==> config.mk <==
export PLATFORM = sky130hd
export DESIGN_NAME = fd_circle_fetch_ctrl
export DESIGN_NICKNAME = d
export VERILOG_FILES = /design/src/rtl/fd_pkg.sv /design/src/rtl/fd_circle_addr.sv /design/src/rtl/fd_circle_fetch_ctrl.sv
export SDC_FILE = /design/constraint.sdc
export NUM_CORES = 1
export LEC_CHECK = 0
export ABC_AREA = 0
export BUFFER_PORTS_ARGS = -buffer_cell sky130_fd_sc_hd__buf_4
export CORE_ASPECT_RATIO = 0.7
export CORE_MARGIN = 1
export CORE_UTILIZATION = 35
export CTS_BUF_LIST = sky130_fd_sc_hd__clkbuf_16
export DETAILED_ROUTE_END_ITERATION = 6
export PLACE_DENSITY = 0.64
export RECOVER_POWER = 25
export SLEW_MARGIN = 20
export SYNTH_ARGS = -nofsm -noshare
export SYNTH_HDL_FRONTEND = slang
export SYNTH_SLANG_ARGS = --single-unit
==> constraint.sdc <==
create_clock -name clk -period 7.5 [get_ports clk]
set_clock_uncertainty 0.1 [all_clocks]
set_input_delay 1.125 -clock clk [delete_from_list [all_inputs] [get_ports clk]]
set_output_delay 1.125 -clock clk [all_outputs]
set_load 0.01 [all_outputs]
==> src/rtl/fd_pkg.sv <==
// Shared constants, state encoding and circle geometry for the FAST9 circle fetcher.
// The offset table lists the radius-3 Bresenham circle clockwise, starting directly above the reference.
package fd_pkg;

   localparam int COLUMNS    = 180;
   localparam int ROWS       = 120;
   localparam int AW         = 15;
   localparam int DW         = 8;
   localparam int BORDER     = 3;
   localparam int NUM_CIRCLE = 16;

   typedef enum logic [2:0] {
      ST_IDLE,
      ST_CENTER,
      ST_CIRCLE,
      ST_DRAIN,
      ST_DONE
   } state_e;

   localparam int signed CIRCLE_OFS [NUM_CIRCLE] = '{
      -3*COLUMNS,     -3*COLUMNS + 1, -2*COLUMNS + 2, -COLUMNS + 3,
      3,              COLUMNS + 3,    2*COLUMNS + 2,  3*COLUMNS + 1,
      3*COLUMNS,      3*COLUMNS - 1,  2*COLUMNS - 2,  COLUMNS - 3,
      -3,             -COLUMNS - 3,   -2*COLUMNS - 2, -3*COLUMNS - 1
   };

   localparam logic [6:0] ROW_MIN = 7'(BORDER);
   localparam logic [6:0] ROW_MAX = 7'(ROWS - 1 - BORDER);
   localparam logic [7:0] COL_MIN = 8'(BORDER);
   localparam logic [7:0] COL_MAX = 8'(COLUMNS - 1 - BORDER);

   // Any row/col whose circle would leave the image, including out-of-range values.
   function automatic logic is_border(input logic [6:0] row, input logic [7:0] col);
      return (row < ROW_MIN) || (row > ROW_MAX) || (col < COL_MIN) || (col > COL_MAX);
   endfunction

   function automatic logic [AW-1:0] lin_addr(input logic [6:0] row, input logic [7:0] col);
      return AW'(row) * AW'(COLUMNS) + AW'(col);
   endfunction

endpackage

==> src/rtl/fd_circle_addr.sv <==
// Combinational circle address generator: reference address plus the table offset of one circle position.
// Arithmetic wraps modulo 2^AW, which only matters for border references that never read.
module fd_circle_addr
   import fd_pkg::*;
(
   input  logic [AW-1:0] ref_addr_i,
   input  logic [3:0]    idx_i,
   output logic [AW-1:0] addr_o
);

   logic [AW-1:0] ofs;

   always_comb begin
      ofs    = AW'(CIRCLE_OFS[idx_i]);
      addr_o = ref_addr_i + ofs;
   end

endmodule

==> src/rtl/fd_circle_fetch_ctrl.sv <==
// Fetches the centre pixel and the 16 FAST9 circle pixels around a reference and hands them
// downstream as one packed result under a valid/ack handshake.
module fd_circle_fetch_ctrl
   import fd_pkg::*;
(
   input  logic                     clk,
   input  logic                     reset_n,
   input  logic                     start,
   input  logic [6:0]               ref_row,
   input  logic [7:0]               ref_col,
   output logic                     busy,
   output logic                     sram_re,
   output logic [AW-1:0]            sram_addr,
   input  logic [DW-1:0]            sram_rdata,
   output logic                     result_valid,
   output logic                     result_border,
   output logic [AW-1:0]            result_addr,
   output logic [DW-1:0]            center_pix,
   output logic [NUM_CIRCLE*DW-1:0] circle_pix,
   input  logic                     result_ack
);

   state_e        state_q;
   logic [3:0]    idx_q;
   logic [AW-1:0] ref_addr_q;
   logic          busy_q;
   logic          sram_re_q;
   logic [AW-1:0] sram_addr_q;
   logic [4:0]    slot_q;
   logic          pend_q;
   logic [4:0]    pend_slot_q;
   logic          result_valid_q;
   logic          result_border_q;
   logic [DW-1:0] center_q;
   logic [DW-1:0] circle_q [NUM_CIRCLE];

   logic [AW-1:0] ref_addr_d;
   logic          border_d;
   logic [3:0]    circ_idx_d;
   logic [AW-1:0] circ_addr_d;

   always_comb begin
      ref_addr_d = lin_addr(ref_row, ref_col);
      border_d   = is_border(ref_row, ref_col);
      circ_idx_d = (state_q == ST_CENTER) ? 4'd0 : idx_q + 4'd1;
   end

   // Address for the read issued in the following cycle.
   fd_circle_addr u_circle_addr (
      .ref_addr_i (ref_addr_q),
      .idx_i      (circ_idx_d),
      .addr_o     (circ_addr_d)
   );

   // slot_q tags each read (0 = centre, 1..16 = circle); pend_* delays it to the data cycle.
   always_ff @(posedge clk or negedge reset_n) begin
      if (!reset_n) begin
         state_q         <= ST_IDLE;
         idx_q           <= '0;
         ref_addr_q      <= '0;
         busy_q          <= 1'b0;
         sram_re_q       <= 1'b0;
         sram_addr_q     <= '0;
         slot_q          <= '0;
         pend_q          <= 1'b0;
         pend_slot_q     <= '0;
         result_valid_q  <= 1'b0;
         result_border_q <= 1'b0;
      end else begin
         pend_q      <= sram_re_q;
         pend_slot_q <= slot_q;
         case (state_q)
            ST_IDLE: begin
               if (start) begin
                  ref_addr_q <= ref_addr_d;
                  busy_q     <= 1'b1;
                  if (border_d) begin
                     state_q         <= ST_DONE;
                     result_valid_q  <= 1'b1;
                     result_border_q <= 1'b1;
                  end else begin
                     state_q         <= ST_CENTER;
                     result_border_q <= 1'b0;
                     sram_re_q       <= 1'b1;
                     sram_addr_q     <= ref_addr_d;
                     slot_q          <= 5'd0;
                  end
               end
            end
            ST_CENTER: begin
               state_q     <= ST_CIRCLE;
               idx_q       <= 4'd0;
               sram_addr_q <= circ_addr_d;
               slot_q      <= 5'd1;
            end
            ST_CIRCLE: begin
               if (idx_q == 4'(NUM_CIRCLE - 1)) begin
                  state_q     <= ST_DRAIN;
                  idx_q       <= 4'd0;
                  sram_re_q   <= 1'b0;
                  sram_addr_q <= '0;
                  slot_q      <= 5'd0;
               end else begin
                  idx_q       <= idx_q + 4'd1;
                  sram_addr_q <= circ_addr_d;
                  slot_q      <= slot_q + 5'd1;
               end
            end
            ST_DRAIN: begin
               state_q        <= ST_DONE;
               result_valid_q <= 1'b1;
            end
            ST_DONE: begin
               if (result_ack) begin
                  state_q        <= ST_IDLE;
                  result_valid_q <= 1'b0;
                  busy_q         <= 1'b0;
               end
            end
            default: begin
               state_q        <= ST_IDLE;
               busy_q         <= 1'b0;
               sram_re_q      <= 1'b0;
               sram_addr_q    <= '0;
               result_valid_q <= 1'b0;
            end
         endcase
      end
   end

   always_ff @(posedge clk or negedge reset_n) begin
      if (!reset_n) begin
         center_q <= '0;
         for (int i = 0; i < NUM_CIRCLE; i++) begin
            circle_q[i] <= '0;
         end
      end else if (pend_q) begin
         if (pend_slot_q == 5'd0) begin
            center_q <= sram_rdata;
         end
         for (int i = 0; i < NUM_CIRCLE; i++) begin
            if (pend_slot_q == 5'(i + 1)) begin
               circle_q[i] <= sram_rdata;
            end
         end
      end
   end

   for (genvar gi = 0; gi < NUM_CIRCLE; gi++) begin : g_pack
      assign circle_pix[DW*gi +: DW] = circle_q[gi];
   end

   assign busy          = busy_q;
   assign sram_re       = sram_re_q;
   assign sram_addr     = sram_addr_q;
   assign result_valid  = result_valid_q;
   assign result_border = result_border_q;
   assign result_addr   = ref_addr_q;
   assign center_pix    = center_q;

endmodule

After elaboration in Yosys (flattened, before gate mapping) --
Memory sizes are Yosys's and may differ from the RTL's. Index checks and enable logic that the tools add are counted.
Word-level totals: output and inout bits 170, logic and storage cells 134, bits of input ports 27, ROM bits 512, RAM bits 0, latch bits 0, memories 1, register bits after elaboration 188
Operators by class: reductions and logical operators 35, divide/modulo/power cells 0, bitwise operators 5, magnitude comparators 5, multiply operators 1, shift-type cells 0, multiplexer cells 29, equality and inequality tests 26, add/subtract/negate cells 4
Memory list:
- (name not given) | depth 16, width 32, read ports 1, clocked after Yosys merged registers in 0, write ports 0, line fd_circle_addr.sv:14 | ofs = AW'(CIRCLE_OFS[idx_i]);
Operator list (number):
- 15-bit two-way mux | 5
- 15-bit one-hot mux with 4 select lines | 1
- 5-bit by 4-bit equality test with 1-bit output (second input constant) | 8
- 2-bit AND reduction | 18
- 5-bit by 3-bit equality test with 1-bit output (second input constant) | 4
- 15-bit adder | 1
- 15-bit by 8-bit adder with 15-bit output | 1
- 5-bit two-way mux | 3
- 3-bit one-hot mux with 5 select lines | 1
- 5-bit one-hot mux with 3 select lines | 1
- 7-bit by 6-bit multiplier with 13-bit output (second input constant) | 1
- 3-bit two-way mux | 4
- 3-bit AND reduction | 4
- 5-bit by 2-bit equality test with 1-bit output (second input constant) | 2
- 2-bit != test (second input constant) | 5
- 8-bit greater-than comparator (second input constant) | 1
- 8-bit by 2-bit less-than comparator with 1-bit output (second input constant) | 1
- 1-bit two-way mux | 8
- 4-bit two-way mux | 2
- 4-bit one-hot mux with 2 select lines | 1
- 4-bit AND reduction | 2
- 7-bit greater-than comparator (second input constant) | 1
- 7-bit by 2-bit less-than comparator with 1-bit output (second input constant) | 1
- 3-bit by 2-bit equality test with 1-bit output (second input constant) | 2
- 19 further kinds | 27

Depth between registers and ports, before layout --
Gate-level depths: netlist of run 1.
word-level depth 9, gate-level depth with buffers 18, depth with buffers taken out 17

By module --
A second synthesis of run 1 with hierarchy kept.
Unflattened totals: cell total of the unflattened synthesis 797, area total of the unflattened synthesis 9432.8 µm²
By module, submodules not included:
- fd_circle_fetch_ctrl | seq. area each 4704.5 µm², times used 1, cells an instance 665, area each 8480.6 µm²
- fd_circle_addr | seq. area each 0.0 µm², times used 1, cells an instance 132, area each 952.2 µm²

Least setup slack after synthesis of run 1 --
Ideal clock, no wire load.
path type in2reg, start point input ref_row[2], end point register ref_addr_q[14] (netlist: result_addr[14]), stages 14, path buffers 1, data arrival time 4462 ps, data required time 7305 ps, library setup time 95 ps, path slack 2843 ps, path through ha_1 > fa_1 > inv_1 > fa_1 > inv_1 > ha_1 > clkbuf_1 > o21ai_0 > a21oi_1 > or3_1 > a22o_1 > nor4_1 > a21boi_0 > o31ai_1
On the way: word-level cells in the longest chain between the ends 2
RTL lines:
- start: declaration | line fd_circle_fetch_ctrl.sv:9 | input logic [6:0] ref_row,
- 7-bit by 6-bit multiplier with 13-bit output | line fd_pkg.sv:38 | return AW'(row) * AW'(COLUMNS) + AW'(col);
- 15-bit by 8-bit adder with 15-bit output | line fd_pkg.sv:38
- end signal: assignment | line fd_circle_fetch_ctrl.sv:75 | ref_addr_q <= ref_addr_d;
- end: declaration | line fd_circle_fetch_ctrl.sv:25 | logic [AW-1:0] ref_addr_q;
No other way between the ends. A chain may end at the register's enable or synchronous reset.

Worst setup path after layout of run 1 --
Same ends and word-level chain as after synthesis.

==> out/results.ini, run 1 <==
[placed_design]
place_inst = 1337
io_buffers = 196
dp_slack_ps = 2390
placed_cell_area_um2 = 11300
gp_congestion = 0.816
hpwl_um = 18000

[yosys]
synthCells = 814
postSynthNetCount = 900
async_reset_ff_share_pct = 100
ys_seq_elements = 188
ys_seq_area_share_pct = 49.7
synth-xor-area-share_pct = 3.10
synth_top_area_share_pct = 49.7
synthAdderAreaFrac_pct = 8.58
yosysWarningCount = 0
synth_cell_types = 58
synth-edff-count = 0
syn_avg_cell_area_um2 = 11.6
ys.flop_type = dfrtp_1
synth-simple-area-share_pct = 8.54
yosys.area.top_type = dfrtp_1
syn-cell-area_um2 = 9470
synth_top_family_by_area = multiplexers
synth.area.top_cells = dfrtp_1 (50%), mux2_2 (16%), ha_1 (6.5%)
synthMuxAreaShare_pct = 16.9
synth_compound_area_share_pct = 10.5

[clocking]
numCtsBuffers = 17
clock-sinks = 188
ctsResizeCount = 0
cts_tree = done
holdBufCountCts = 0
clk_root_buffer_cell = clkbuf_16
cts_setup_buffers = 0
cts_buffer_depth = 2
clk_latency_ps = 440
path_clk_slew_ps = 70
h-tree-depth = 4

[timing]
relSlewSlack_pct = -135
fin_crit_sh_pct = 61.8
rsz0062_at_grt = no
slew_viol_final = 63
max_freq_mhz = 216
min_period_ps = 4640
finalSetupViolations = 0
final.setup.tns_ps = 0
whs_ps = 330
worst_slew_pin_slew_ps = 3520
hold_violations = 0
fin_ws_ps = 2860

[worst_setup_path]
cp-start-kind = primary input
crit_fanout = 5
r2r-end = sram_addr[14]
critical_path_arrival_ps = 4880
cp-end-kind = flop
critical_path_class = in2reg
r2r_start = state_q[1]
cp.required_ps = 7740
r2r_slack_ps = 2980
ff2ff_path_depth = 16

[global_route]
overflow = 0
grt_use_total_pct = 17.8
grt_pass1_vias = 6725
grt_antenna_before_repair = 0
grt_pass1_wl_um = 38000
grt_max_degree = 68

[pwr]
p_int_mw = 2.96
p_total_mw = 4.95
p_comb_share_pct = 51.1
p_leak_nw = 5.72
peakVddDrop_v = 0.000224
netSwitchingPower_mw = 1.99
sw_frac_of_total_pct = 40.2
p_clk_share_pct = 18.4
powerDensity_nw_per_um2 = 417
p_seq_share_pct = 30.5

[floorplanning]
die_area_um2 = 27700
rows = 49
coreArea_um2 = 26100
start_util_pct = 36.3
die_h_um = 140
ioPinCount = 197
die_width_um = 199

[layout]
final_cell_mix = buf_4 (196), dfrtp_1 (188), mux2_2 (138), nand2_1 (73), ha_1 (49)
antennaDiodeCount = 0
final_area_um2 = 11900
final_util_pct = 45.4
final_common_cell = buf_4
area_growth_pct = 25.2
num-nets-final = 1085
register_area_um2 = 4700
final_cells = 1367
drive_gt1_share_pct = 37.0
fillers = 2462
multi_input_area_um2 = 4510

[drt]
drc = 0
firstDrtPassIters = 5
routed_wl_um = 24300
num_vias = 6859
ant_nets = 0
via_per_inst = 5.02
avgRoutedWirePerCell_um = 17.7
drt_iter0_markers = 276

[status]
violations = capacitance limit, slew limit
outcome = complete, but fails checks

[hold_path]
min_from = slot_q[4]
hold_end = pend_slot_q[4]
hold_path.class = reg2reg
worstHoldPathCells = 0

[job]
max_cap_violations = 1

-- how the worst max path moves through the flow --
stage                     startpoint               to  slack (ps)  depth (start not counted)
after floorplan           ref_row[2]  result_addr[14]        2840                         14
after global placement    ref_row[2]  result_addr[14]        2530                         14
after detailed placement  ref_row[2]  result_addr[14]        2390                         16
after CTS                 ref_row[2]  result_addr[14]        2850                         16
after global routing         reset_n   circle_pix[94]        2520                          2
final                     ref_row[2]  result_addr[14]        2860                         16
-- cell families after synthesis --
group	count (synthesis)
AND/OR/NAND/NOR	175
AO/OA/AOI/OAI	150
multiplexers	143
buffers and inverters	67
flip-flops	188
adder cells (fa/ha/maj)	59
XOR/XNOR	32
-- critical path: stages --
cell and delay (ps):
buf_4 120, ha_1 320, ha_1 280, inv_1 50, fa_1 430, inv_1 70
ha_1 180, inv_1 60, fa_1 450, nand2b_1 230, a21oi_1 180, xor2_1 230
o211ai_1 200, nor4_1 530, a21boi_0 170, o31ai_1 240
-- layer usage --
layer	GRT usage, %	part of all wire [%]
met5	0	0
met2	26.5	43
met3	4.07	5.7
met4	5.22	1.8
met1	25.7	50
-- cell type report --
type                            instances  area share [%]
Sequential cell                       188            39.7
Inverter                               34            1.08
Timing Repair Buffer                  199            12.5
Clock inverter                         13            1.34
Clock buffer                           17            3.59
Multi-Input combinational cell        559            38.1
Tap cell                              357            3.77
-- sequential cells by signal (all words and copies together), names as in the netlist --
| name | cells |
|---|---|
| state_q | 3 |
| result_addr | 15 |
| circle_pix | 128 |
| center_pix | 8 |
| sram_addr | 15 |
| slot_q | 5 |
| idx_q | 4 |
| sram_re | 1 |
| result_valid | 1 |
| pend_slot_q | 5 |
| result_border | 1 |
| busy | 1 |
| pend_q | 1 |
-- Yosys cell counts, types with 5 or more instances --
cell type,n
xor2_1,16
nor2_1,35
xnor2_1,15
a22o_1,5
mux2_2,138
nand2b_1,6
ha_1,49
nand2_1,73
o21ai_1,16
and2_1,5
inv_1,34
o211ai_1,7
o21ai_0,29
dfrtp_1,188
nor2b_1,11
a211o_1,6
a21o_1,9
o21bai_1,6
mux2i_1,5
nand3_1,10
or2_2,6
clkbuf_1,30
fa_1,10
a21oi_1,31
nor3_1,8
a211oi_1,5
-- power by group through the flow --
stage,Clock [mW],Sequential (mW),Combinational [mW]
2_1_floorplan,0,1.57,1.61
3_3_place_gp,0,1.53,2.47
3_5_place_dp,0,1.53,2.51
4_1_cts,0.938,1.51,2.53
5_1_grt,0.977,1.55,2.79
6_report,0.911,1.51,2.53
Power figures use the tool's default switching activity.
==> run 2: changes to the inputs <==
==> constraint.sdc (replaced) <==
create_clock -name clk -period 4.45 [get_ports clk]
set_clock_uncertainty 0.1 [all_clocks]
set_input_delay 0.6675 -clock clk [delete_from_list [all_inputs] [get_ports clk]]
set_output_delay 0.6675 -clock clk [all_outputs]
set_load 0.01 [all_outputs]
==> out/results.ini, run 2 (synthesis results as in run 1) <==
[clocking]
cts_buffer_depth = 2
cts_setup_buffers = 0
h-tree-depth = 4
clk_root_buffer_cell = clkbuf_16
path_clk_slew_ps = 80
clock-sinks = 188
numCtsBuffers = 17
cts_tree = done
ctsResizeCount = 0
clk_latency_ps = 440
holdBufCountCts = 0

[timing]
fin_crit_sh_pct = 94.0
relSlewSlack_pct = -106
finalSetupViolations = 0
hold_violations = 0
max_freq_mhz = 239
worst_slew_pin_slew_ps = 3090
rsz0062_at_grt = no
fin_ws_ps = 265
min_period_ps = 4180
slew_viol_final = 121
final.setup.tns_ps = 0

[worst_setup_path]
critical_path_class = reg2reg
cp.required_ps = 4670
crit_path_cell_trace = nand2b_1 > or2_2 > and2_1 > ha_1 > nor3_1 > a211o_1 > and2_1 > inv_1 > fa_1 > nor2b_1 > o2111ai_1 > a21bo_2 > a311oi_1 > o21ai_0 > a32oi_1 > nand3_1
critical_path_arrival_ps = 4400
cp-start-kind = flop
crit_fanout = 4
max_stage_delay_ps = 400
cp_slowest_cell = fa_1
r2r_start = state_q[1]
path_common_cell = and2_1
worstSetupStartpoint = state_q[1]
path_buf_inv = 1
cp_top_family = simple AND/OR/NAND/NOR gates
cp-end-kind = flop

[placed_design]
gp_congestion = 0.829
hpwl_um = 18000
io_buffers = 196
dp_slack_ps = -28.2

[drt]
ant_nets = 0
drt_iter0_markers = 352
firstDrtPassIters = 5
routed_wl_um = 24400
num_vias = 6945
via_per_inst = 5.03
avgRoutedWirePerCell_um = 17.7
drc = 0

[global_route]
grt_max_degree = 121
grt_use_total_pct = 18.0
overflow = 0
grt_pass1_vias = 6808
grt_antenna_before_repair = 0
grt_pass1_wl_um = 38800

[layout]
final_cell_mix = buf_4 (209), dfrtp_1 (188), mux2_2 (138), nand2_1 (73), ha_1 (49)
multi_input_area_um2 = 4510
register_area_um2 = 4700
final_common_cell = buf_4
final_util_pct = 45.8
fillers = 2446
drive_gt1_share_pct = 37.9
antennaDiodeCount = 0
num-nets-final = 1098
largest_reg_flops = 128
area_growth_pct = 26.2

[pwr]
netSwitchingPower_mw = 3.41
sw_frac_of_total_pct = 40.4
p_int_mw = 5.03
p_leak_nw = 5.79
peakVddDrop_v = 0.000428
p_total_mw = 8.44
p_comb_share_pct = 52.2
p_seq_share_pct = 29.7
powerDensity_nw_per_um2 = 706
p_clk_share_pct = 18.1

[job]
max_cap_violations = 1

[floorplanning]
die_h_um = 140
die_area_um2 = 27700
coreArea_um2 = 26100
die_width_um = 199
start_util_pct = 36.3
ioPinCount = 197
rows = 49

[status]
outcome = complete, but fails checks
violations = capacitance limit, slew limit

[hold_path]
hold_path.class = reg2reg
min_from = sram_re

run 2: metal layers:
layer  vias to the layer above  track usage [%]  routed length, µm
li1                       3291                -                  -
met4                         0             3.77                225
met5                         -                0                  0
met3                        18             4.22               1520
met2                       187             27.7              10700
met1                      3449             25.7              12000
run 2: final timing paths:
| path | to | slack, ps | cells past startpoint |
|---|---|---|---|
| setup / recovery | sram_addr[14] | 270 | 16 |
| hold / removal | pend_q | 320 | 0 |
| setup reg to reg | sram_addr[14] | 270 | 16 |
| hold reg to reg | pend_q | 320 | 0 |
| max in group asynchronous | circle_pix[89] | 770 | 2 |
| min in group asynchronous | center_pix[1] | 1120 | 1 |
run 2: stage by stage:
stage / area [µm²] / hold slack (ps) / instances
2_1_floorplan: 9470 / 272 / 814
3_5_place_dp: 11400 / 303 / 1350
5_1_grt: 12000 / 347 / 1382
6_report: 12000 / 325 / 1382
3_3_place_gp: 11400 / 302 / 1350
4_1_cts: 12000 / 324 / 1382
run 2: power groups by stage:
stage	clock network, mW	registers (mW)	logic (mW)
2_1_floorplan	0	2.65	2.72
3_3_place_gp	0	2.53	4.31
3_5_place_dp	0	2.54	4.38
4_1_cts	1.56	2.51	4.41
5_1_grt	1.63	2.57	4.84
6_report	1.53	2.51	4.40
run 2: cell type report:
cell class	instances	share of cell area (%)
flip-flops and latches	188	39.3
multi-input cells	559	37.7
repair buffers	212	13.3
well taps	357	3.74
clock buffers	17	3.56
clock inverters	15	1.30
inverters	34	1.07
==> run 3: changes to the inputs <==
--- a/config.mk
+++ b/config.mk
@@ -8,7 +8,7 @@
 export ABC_AREA = 0
 export BUFFER_PORTS_ARGS = -buffer_cell sky130_fd_sc_hd__buf_4
 export CORE_ASPECT_RATIO = 0.7
-export CORE_MARGIN = 1
+export CORE_MARGIN = 2
 export CORE_UTILIZATION = 35
 export CTS_BUF_LIST = sky130_fd_sc_hd__clkbuf_16
 export DETAILED_ROUTE_END_ITERATION = 6
==> out/results.ini, run 3 (synthesis results as in run 1) <==
[worst_setup_path]
r2r-end = sram_addr[14]
critical_path_class = reg2reg
cp-end-kind = flop
ff2ff_path_depth = 16
critical_path_arrival_ps = 4230
path_common_cell = and2_1
critPathCapture = sram_addr[14]
max_stage_delay_ps = 430
r2r_start = state_q[1]
crit_path_cell_trace = nand2b_1 > or2_2 > and2_1 > ha_1 > nor3_1 > a211o_1 > and2_1 > inv_1 > fa_1 > nor2b_1 > o2111ai_1 > a21bo_2 > a311oi_1 > o21ai_0 > a32oi_1 > nand3_1
cp-start-kind = flop
worstSetupStartpoint = state_q[1]
cp.required_ps = 4680
r2r_slack_ps = 450
crit_fanout = 4
cp_slowest_cell = a311oi_1

[layout]
largest_reg_flops = 128
antennaDiodeCount = 0
area_growth_pct = 26.6
final_common_cell = buf_4
fillers = 2530
num-nets-final = 1099
drive_gt1_share_pct = 37.7
final_cell_mix = buf_4 (208), dfrtp_1 (188), mux2_2 (138), nand2_1 (73), ha_1 (49)

[timing]
relSlewSlack_pct = -56.5
min_period_ps = 4000
worst_slew_pin_slew_ps = 2350
rsz0062_at_grt = no
final.setup.tns_ps = 0
finalSetupViolations = 0
max_freq_mhz = 250
slew_viol_final = 92
hold_violations = 0
fin_crit_sh_pct = 89.8

[global_route]
overflow = 0
grt_pass1_wl_um = 39400
grt_antenna_before_repair = 0
grt_max_degree = 92
grt_pass1_vias = 6973
grt_use_total_pct = 17.8

[clocking]
path_clk_slew_ps = 80
holdBufCountCts = 0
clk_latency_ps = 440
clk_root_buffer_cell = clkbuf_16
h-tree-depth = 4
cts_buffer_depth = 2
ctsResizeCount = 0
clock-sinks = 188
cts_setup_buffers = 0
numCtsBuffers = 17
cts_tree = done

[floorplanning]
rows = 50
die_h_um = 142
die_area_um2 = 28400
start_util_pct = 35.5
coreArea_um2 = 26700
ioPinCount = 197
die_width_um = 201

[drt]
drc = 0
ant_nets = 0
num_vias = 6958
via_per_inst = 5.01
routed_wl_um = 24400
drt_iter0_markers = 384
firstDrtPassIters = 4
avgRoutedWirePerCell_um = 17.6

[pwr]
peakVddDrop_v = 0.000363
p_total_mw = 8.53
p_leak_nw = 5.80
powerDensity_nw_per_um2 = 711

[job]
max_cap_violations = 2

[status]
violations = capacitance limit, slew limit
outcome = complete, but fails checks

[placed_design]
gp_congestion = 0.853
hpwl_um = 18200
io_buffers = 196

[hold_path]
hold_path.class = reg2reg

run 3: critical path: cells and delay by family (launching register included):
kind,cells,cell delay [ps]
adder cells (fa/ha/maj),2,720
AO/OA/AOI/OAI,6,1320
AND/OR/NAND/NOR,7,1320
buffers and inverters,1,60
flip-flops,1,370
run 3: cell type report:
type                    count  area [µm²]  share of cell area [%]
multi-input cells         559        4510                    37.6
flip-flops and latches    188        4700                    39.2
repair buffers            213        1580                    13.2
clock inverters            15         186                    1.55
clock buffers              17         425                    3.55
well taps                 364         455                    3.80
inverters                  34         128                    1.06
run 3: worst min path at each step:
stage | startpoint | end | slack (ps) | cells after the start
6_report | slot_q[4] | pend_slot_q[4] | 330 | 0
3_3_place_gp | slot_q[4] | pend_slot_q[4] | 310 | 0
3_5_place_dp | slot_q[4] | pend_slot_q[4] | 310 | 0
2_1_floorplan | reset_n | busy | 270 | 0
5_1_grt | ref_col[0] | result_addr[0] | 350 | 3
4_1_cts | reset_n | slot_q[3] | 250 | 1
run 3: stage by stage:
stage / utilization (%) / hold WS [ps] / cell area, µm² / worst slack, ps / instances
after floorplan: - / 272 / 9470 / 250 / 814
after global placement: 42.8 / 308 / 11400 / 93.6 / 1358
after detailed placement: 42.8 / 312 / 11400 / 7.33 / 1358
after CTS: 45.1 / 247 / 12000 / 463 / 1390
after global routing: 45.0 / 354 / 12000 / 155 / 1390
final: 45.0 / 332 / 12000 / 455 / 1390
run 3: layer usage:
layer,vias to the layer above,share of wire [%],GRT usage [%]
met1,3456,51,26.1
li1,3303,-,-
met4,0,1.1,4.72
met2,178,43,26.8
met5,-,0,0
met3,21,4.8,3.54
run 3: where the power goes:
group	internal (mW)	switching (mW)	leakage (nW)	total, mW
Sequential	2.18	0.350	2.36	2.53
Clock	0.898	0.723	0.299	1.62
Combinational	2.04	2.33	3.14	4.37
Total	5.12	3.40	5.80	8.53
